File: config.mk
export PLATFORM = sky130hd
export DESIGN_NAME = phased_array_driver
export DESIGN_NICKNAME = d
export VERILOG_FILES = /design/src/rtl/phased_array_pkg.sv /design/src/rtl/phased_array_driver_channel.sv /design/src/rtl/phased_array_driver.sv
export SDC_FILE = /design/constraint.sdc
export NUM_CORES = 1
export LEC_CHECK = 0
export ABC_AREA = 0
export CORE_MARGIN = 1
export CORE_UTILIZATION = 64
export CTS_CLUSTER_DIAMETER = 50
export CTS_CLUSTER_SIZE = 16
export DETAILED_ROUTE_END_ITERATION = 12
export PLACE_DENSITY = 0.81
export SLEW_MARGIN = 0
export SYNTH_ARGS = -nofsm -noshare
export SYNTH_HDL_FRONTEND = slang
export SYNTH_SLANG_ARGS = --single-unit
File: constraint.sdc
create_clock -name clk -period 6.55 [get_ports clk]
set_clock_uncertainty 0.15 [all_clocks]
set_input_delay 0.655 -clock clk [delete_from_list [all_inputs] [get_ports clk]]
set_output_delay 0.655 -clock clk [all_outputs]
set_load 0.1 [all_outputs]
File: src/rtl/phased_array_pkg.sv
// Shared types and defaults for the phased-array square-wave driver.
package phased_array_pkg;

   // Default build: 8 channels, 11-bit timing fields, 40 kHz at 50 MHz.
   localparam int DEF_CHANNELS   = 8;
   localparam int DEF_CNT_W      = 11;
   localparam int DEF_PERIOD_RST = 1250;

   // Channel address width: ceil(log2(n)), never below 1.
   function automatic int addr_w(input int n);
      int w;
      w = 1;
      while ((1 << w) < n) begin
         w++;
      end
      return w;
   endfunction

   // Per-channel timing set. Field widths follow DEF_CNT_W, so a build
   // that overrides the driver's CNT_W must change DEF_CNT_W as well.
   typedef struct packed {
      logic [DEF_CNT_W-1:0] phase;
      logic [DEF_CNT_W-1:0] duty;
      logic                 chen;
   } chan_cfg_t;

endpackage

File: src/rtl/phased_array_driver_channel.sv
// One output channel: shadow and active timing sets plus the registered
// compare that turns the shared period count into this channel's pulse.
module phase_channel
   import phased_array_pkg::*;
#(
   parameter int CNT_W = DEF_CNT_W
) (
   input  logic             clk,
   input  logic             rst,
   input  logic [CNT_W-1:0] cnt,
   input  logic [CNT_W-1:0] period,
   input  logic             load,
   input  logic             wr,
   input  logic [CNT_W-1:0] wr_phase,
   input  logic [CNT_W-1:0] wr_duty,
   input  logic             wr_chen,
   output logic             q
);

   chan_cfg_t             shadow_cfg;
   chan_cfg_t             active_cfg;
   logic signed [CNT_W:0] diff;
   logic signed [CNT_W:0] rel;
   logic signed [CNT_W:0] duty_s;
   logic signed [CNT_W:0] period_s;

   // Host writes land in the shadow set only.
   always_ff @(posedge clk or negedge rst) begin
      if (!rst) begin
         shadow_cfg <= '0;
      end else if (wr) begin
         shadow_cfg <= '{phase: wr_phase, duty: wr_duty, chen: wr_chen};
      end
   end

   // The active set changes only on the commit boundary, in step with every
   // other channel, so no output sees a half-updated configuration.
   always_ff @(posedge clk or negedge rst) begin
      if (!rst) begin
         active_cfg <= '0;
      end else if (load) begin
         active_cfg <= shadow_cfg;
      end
   end

   // Position inside the pulse window: cnt - phase, folded back by one period
   // when the window started in the previous period. One extra bit of width
   // keeps the subtraction exact.
   always_comb begin
      period_s = $signed({1'b0, period});
      duty_s   = $signed({1'b0, active_cfg.duty});
      diff     = $signed({1'b0, cnt}) - $signed({1'b0, active_cfg.phase});
      rel      = (diff < 0) ? (diff + period_s) : diff;
   end

   // Registered channel level; duty 0 never matches, duty >= period always does.
   always_ff @(posedge clk or negedge rst) begin
      if (!rst) begin
         q <= 1'b0;
      end else begin
         q <= active_cfg.chen & (rel < duty_s);
      end
   end

endmodule

File: src/rtl/phased_array_driver.sv
// Multi-channel square-wave generator for the transducer array. A single
// period counter feeds every channel; host writes are staged in shadow
// registers and committed to all channels together at a period boundary.
module phased_array_driver
   import phased_array_pkg::*;
#(
   parameter int CHANNELS   = DEF_CHANNELS,
   parameter int CNT_W      = DEF_CNT_W,
   parameter int PERIOD_RST = DEF_PERIOD_RST,
   parameter int ADDR_W     = addr_w(CHANNELS)
) (
   input  logic                clk,
   input  logic                rst,
   input  logic                oe,
   input  logic                wr_en,
   input  logic [ADDR_W-1:0]   wr_addr,
   input  logic [CNT_W-1:0]    wr_phase,
   input  logic [CNT_W-1:0]    wr_duty,
   input  logic                wr_chen,
   input  logic                wr_period,
   input  logic                commit,
   output logic                busy,
   output logic                wr_err,
   output logic                sync,
   output logic [CHANNELS-1:0] out
);

   logic [CNT_W-1:0]    cnt;
   logic [CNT_W-1:0]    period_act;
   logic [CNT_W-1:0]    period_shd;
   logic                boundary;
   logic                load;
   logic [31:0]         addr_ext;
   logic                addr_bad;
   logic                phase_bad;
   logic                period_bad;
   logic                reject;
   logic                wr_ok;
   logic [CHANNELS-1:0] chan_wr;
   logic [CHANNELS-1:0] q;

   // Boundary detection and write validation. A phase is checked against the
   // shadow period because that is the period it will run with once committed.
   always_comb begin
      boundary   = (cnt == (period_act - CNT_W'(1)));
      load       = boundary & (busy | commit);
      addr_ext   = 32'(wr_addr);
      addr_bad   = (addr_ext >= 32'(CHANNELS));
      phase_bad  = ~wr_period & (wr_phase >= period_shd);
      period_bad = wr_period & (wr_duty < CNT_W'(2));
      reject     = addr_bad | phase_bad | period_bad;
      wr_ok      = wr_en & ~reject;
   end

   // Shared period counter; it restarts at 0 on every boundary, including the
   // commit boundary where the new period takes over.
   always_ff @(posedge clk or negedge rst) begin
      if (!rst) begin
         cnt <= '0;
      end else if (boundary) begin
         cnt <= '0;
      end else begin
         cnt <= cnt + CNT_W'(1);
      end
   end

   // Shadow period is written by period writes (value carried on wr_duty).
   always_ff @(posedge clk or negedge rst) begin
      if (!rst) begin
         period_shd <= CNT_W'(PERIOD_RST);
      end else if (wr_ok && wr_period) begin
         period_shd <= wr_duty;
      end
   end

   // Active period follows the shadow only at the commit boundary.
   always_ff @(posedge clk or negedge rst) begin
      if (!rst) begin
         period_act <= CNT_W'(PERIOD_RST);
      end else if (load) begin
         period_act <= period_shd;
      end
   end

   // Commit handshake: a request is held until the next boundary serves it; a
   // request arriving in the boundary cycle is served at that same edge.
   always_ff @(posedge clk or negedge rst) begin
      if (!rst) begin
         busy <= 1'b0;
      end else if (load) begin
         busy <= 1'b0;
      end else if (commit) begin
         busy <= 1'b1;
      end
   end

   // Status pulses: rejected-write flag and period-start marker. sync lines up
   // with the channel outputs that were computed for cnt == 0.
   always_ff @(posedge clk or negedge rst) begin
      if (!rst) begin
         wr_err <= 1'b0;
         sync   <= 1'b0;
      end else begin
         wr_err <= wr_en & reject;
         sync   <= (cnt == '0);
      end
   end

   for (genvar i = 0; i < CHANNELS; i++) begin : g_ch
      assign chan_wr[i] = wr_ok & ~wr_period & (addr_ext == 32'(i));

      phase_channel #(
         .CNT_W (CNT_W)
      ) u_ch (
         .clk      (clk),
         .rst      (rst),
         .cnt      (cnt),
         .period   (period_act),
         .load     (load),
         .wr       (chan_wr[i]),
         .wr_phase (wr_phase),
         .wr_duty  (wr_duty),
         .wr_chen  (wr_chen),
         .q        (q[i])
      );
   end

   // Global enable gates the pins directly so it acts without a clock edge.
   assign out = q & {CHANNELS{oe}};

endmodule
==> metrics <==
chip width=211 µm; number of nets in the finished design=2956; growth of design area from synthesis to finish=9.41%; Max Cap Violations=0; Final Max Slew Viols=0; number of distinct library cells after synthesis=74; hold wc startpoint=g_ch[3].u_ch.shadow_cfg[4]; number of antenna violations at the first check in global routing=3; number of hold-repair buffers added at the cts stage=1; final weighted congestion in routability-driven placement=0.951; worst slew margin relative to its limit=15.4%; die outline height=211 µm; Detailed Place HPWL=48800 µm; cell taking the most area after synthesis=sky130_fd_sc_hd__dfrtp_1; H-tree Lvls=2; DRT Pass-1 Iters=6; maximum resistive drop on vdd=0.210 mV; time the final worst path needs with I/O delays and setup=5.75 ns; portion of synthesized cell area occupied by the leading cell type=36.2%; Resized Gates After CTS=0; startpoint kind of the worst setup timing path=flip-flop; Synth Net Count=2888; total routing resource utilization after global routing=34.0%; multiplexer fraction of the synthesized cell area=19.6%; synth top area cells=sky130_fd_sc_hd__dfrtp_1, sky130_fd_sc_hd__ha_1, sky130_fd_sc_hd__mux2_2, sky130_fd_sc_hd__mux2_4, sky130_fd_sc_hd__inv_1; Skew-Pair Late Insertion Delay=0.59 ns; wire length of the first global-routing pass=115000 µm; Port Buf Inserts=42; count of boundary I/O pins=43; Worst Path Max Fanout=7; EDFF count, synth=0; Data arrival, critical path=6.06 ns; floorplan die area=44300 µm²; r2r setup slk=0.80 ns; vias=20200; master cell of the clock root buffer=sky130_fd_sc_hd__clkbuf_16; number of endpoints failing setup at the final stage=0; Setup Fix Bufs, Post-CTS=0; compound-cell area share of the yosys netlist=11.2%; cell area after synthesis=27800 µm²; CTS tree=built; Mapped Avg Cell Area=10.9 µm²; FF-to-FF Start=cnt[0]; slew at the pin closest to its max-slew limit=1.26 ns; WHS Path Cells=1; row count=76; CTS sink cnt=412; post-detailed-routing wire length=73600 µm; cell mode on critical path=sky130_fd_sc_hd__ha_1; cell count after synthesis=2546; Required @ worst endpoint=6.85 ns; endpoint of the worst-slack reg-to-reg timing path=g_ch[4].u_ch.q; ratio of final minimum period to clock period=87.8%; Largest stage delay, worst path=0.46 ns; remaining antenna violation count after routing=0; remaining routing DRC violations=0; Seq/Total Area, Yosys=37.1%; Tightest Hold Check Type=flip-flop to flip-flop; worst reg2reg path depth=21; overall power consumption=6140 µW; vias in the first global route=20600; setup repair after global routing missed its margin=no; main combinational cell family by area after synthesis=multiplexers; wire length per cell after detailed routing=22.8 µm; endpoint kind of the worst setup timing path=flip-flop; starting utilization of the core area=64.7%; maximum number of pins on one net before global-route repair=159; predominant post-synthesis flop cell=sky130_fd_sc_hd__dfrtp_1; area share of fa/ha/maj cells after synthesis=14.4%; critical path's slowest cell=sky130_fd_sc_hd__dfrtp_1; total count of hold-check failures in the final report=0; Peak Freq=174 MHz; power density cells=202 nW/µm²; end point of the most critical hold path=g_ch[3].u_ch.shadow_cfg[4]; number of buffers created by CTS=42; Worst-path clk slew=0.07 ns; Core Area=43000 µm²; accumulated negative setup slack=0 ns; proportion of layout cells with a drive suffix above 1=21.5%; total of flip-flops plus latches after synthesis=412; Crit Path Category=flip-flop to flip-flop; drt initial violations=1554; total overflow reported by the global router=0; maximum count of clock buffers along a single path=3; fraction of synthesized cell area in xor and xnor cells=4.63%; post-synthesis simple-gate area fraction=8.49%; Avg Vias per Cell=6.25; P_leak=0.0144 µW; Yosys warnings=0; result of the run=finished clean; cells along the critical path=inv_1 -> buf_4 -> ha_1 -> inv_1 -> fa_1 -> a21o_1 -> a221oi_1 -> xnor2_1 -> ha_1 -> or3_1 -> o32ai_1 -> o21ai_0 -> xor2_1 -> mux2_2 -> ha_1 -> nand3_1 -> or3_1 -> o21ai_0 -> nor4b_1 -> o31ai_1 -> o31ai_1; proportion of synthesized flip-flops having asynchronous set or reset=100%
-- layout make-up --
type	count	area, µm²
Clock buffer	49	1110
Tap cell	585	732
Clock inverter	27	322
Fill cell	3139	12500
Inverter	231	867
Sequential cell	412	10300
Timing Repair Buffer	95	863
Multi-Input combinational cell	1832	16200
Antenna cell	2	5.00
-- layer usage --
metal | share of wire, % | global-route usage, % | routed length, µm
met1 | 42 | 44.0 | 30600
met3 | 6.1 | 4.95 | 4490
met2 | 46 | 54.8 | 33900
met5 | 0 | 0 | 0
met4 | 6.2 | 19.8 | 4570
-- Yosys cell counts, types with 11 or more instances --
master	instances
sky130_fd_sc_hd__a211oi_1	13
sky130_fd_sc_hd__inv_1	231
sky130_fd_sc_hd__and3_1	12
sky130_fd_sc_hd__o2111ai_1	11
sky130_fd_sc_hd__nand2_1	96
sky130_fd_sc_hd__nor2_1	108
sky130_fd_sc_hd__dfrtp_1	402
sky130_fd_sc_hd__buf_2	22
sky130_fd_sc_hd__o21a_1	35
sky130_fd_sc_hd__ha_1	294
sky130_fd_sc_hd__nand4_1	27
sky130_fd_sc_hd__a21oi_1	140
sky130_fd_sc_hd__a21o_1	37
sky130_fd_sc_hd__clkbuf_1	22
sky130_fd_sc_hd__nor2b_1	23
sky130_fd_sc_hd__mux2_2	266
sky130_fd_sc_hd__xor2_1	72
sky130_fd_sc_hd__mux2_4	148
sky130_fd_sc_hd__a31oi_1	25
sky130_fd_sc_hd__o211ai_1	19
sky130_fd_sc_hd__xnor2_1	75
sky130_fd_sc_hd__nand3_1	47
sky130_fd_sc_hd__nand2b_1	51
sky130_fd_sc_hd__nor3_1	28
sky130_fd_sc_hd__fa_1	16
sky130_fd_sc_hd__o21ai_0	115
sky130_fd_sc_hd__buf_6	18
sky130_fd_sc_hd__mux2_1	16
-- cell usage in the layout, fill, tap and decap left out, drive strengths merged, types with 7 or more instances in the layout --
cell	Yosys	layout
o31ai	8	8
xor2	72	72
fa	16	16
clkdlybuf4s50	0	41
nand3	47	47
a21oi	140	140
nor3	29	29
o22ai	8	8
nand4	27	27
xnor2	75	75
a31oi	25	25
nor4	9	9
o211ai	19	19
inv	231	241
o21ai	117	117
o21a	35	35
a221oi	7	7
clkinv	0	11
o21bai	7	7
a21o	37	37
clkbuf	22	49
nand3b	10	10
nor2b	23	23
a211oi	21	21
ha	294	294
dfrtp	402	402
or3	8	8
nand2	96	96
and3	12	12
buf	49	53
and2	10	10
dfstp	10	10
o2111ai	11	11
mux2	430	430
nor2	108	108
nand2b	51	51
-- state kept, by name, indices dropped and copies added (netlist names) --
signal,cells
busy,1
cnt,11
g_ch.u_ch.q,8
sync,1
period_shd,11
wr_err,1
period_act,11
g_ch.u_ch.active_cfg,184
g_ch.u_ch.shadow_cfg,184
-- how the worst max path moves through the flow --
stage / cells after the start / end / slack (ns) / startpoint
after floorplan: 20 / g_ch[3].u_ch.q / 1.59 / cnt[0]
after global placement: 21 / g_ch[4].u_ch.q / 1.17 / cnt[0]
after detailed placement: 21 / g_ch[4].u_ch.q / 0.96 / cnt[0]
after CTS: 21 / g_ch[4].u_ch.q / 0.90 / cnt[0]
after global routing: 21 / g_ch[4].u_ch.q / 0.58 / cnt[0]
final: 21 / g_ch[4].u_ch.q / 0.80 / cnt[0]
-- power by group --
part / internal (µW) / switching [µW] / total, µW
combinational: 308 / 259 / 566
clock: 1380 / 1120 / 2500
sequential: 2900 / 184 / 3080
-- per-stage QoR --
stage	setup WS [ns]	cell area [µm²]	cells	utilization, %	hold WS (ns)
2_1_floorplan	1.59	27800	2546	-	0.209
3_5_place_dp	0.956	29000	3154	67.5	0.326
5_1_grt	0.579	30400	3231	70.8	0.361
6_report	0.798	30400	3233	70.8	0.340
3_3_place_gp	1.17	29000	3154	67.5	0.315
4_1_cts	0.905	30400	3231	70.8	0.343
-- critical path, delay by kind of cell, from the launching register on --
kind / cells / cell delay, ns
mux: 1 / 0.27
buf+inv: 3 / 0.56
compound gates: 7 / 1.80
flops: 1 / 0.46
fa+ha+maj: 4 / 1.15
simple gates: 4 / 0.86
xor+xnor: 2 / 0.36
-- cell families after synthesis --
kind of cell / after synthesis
DFF: 412
and+or+nand+nor: 460
xor gates and xnor gates: 147
buffers and inverters: 302
adders and majority gates: 310
muxes: 435
AOI/OAI and AO/OA: 480
Note: power is estimated with default switching activity, not from simulation.
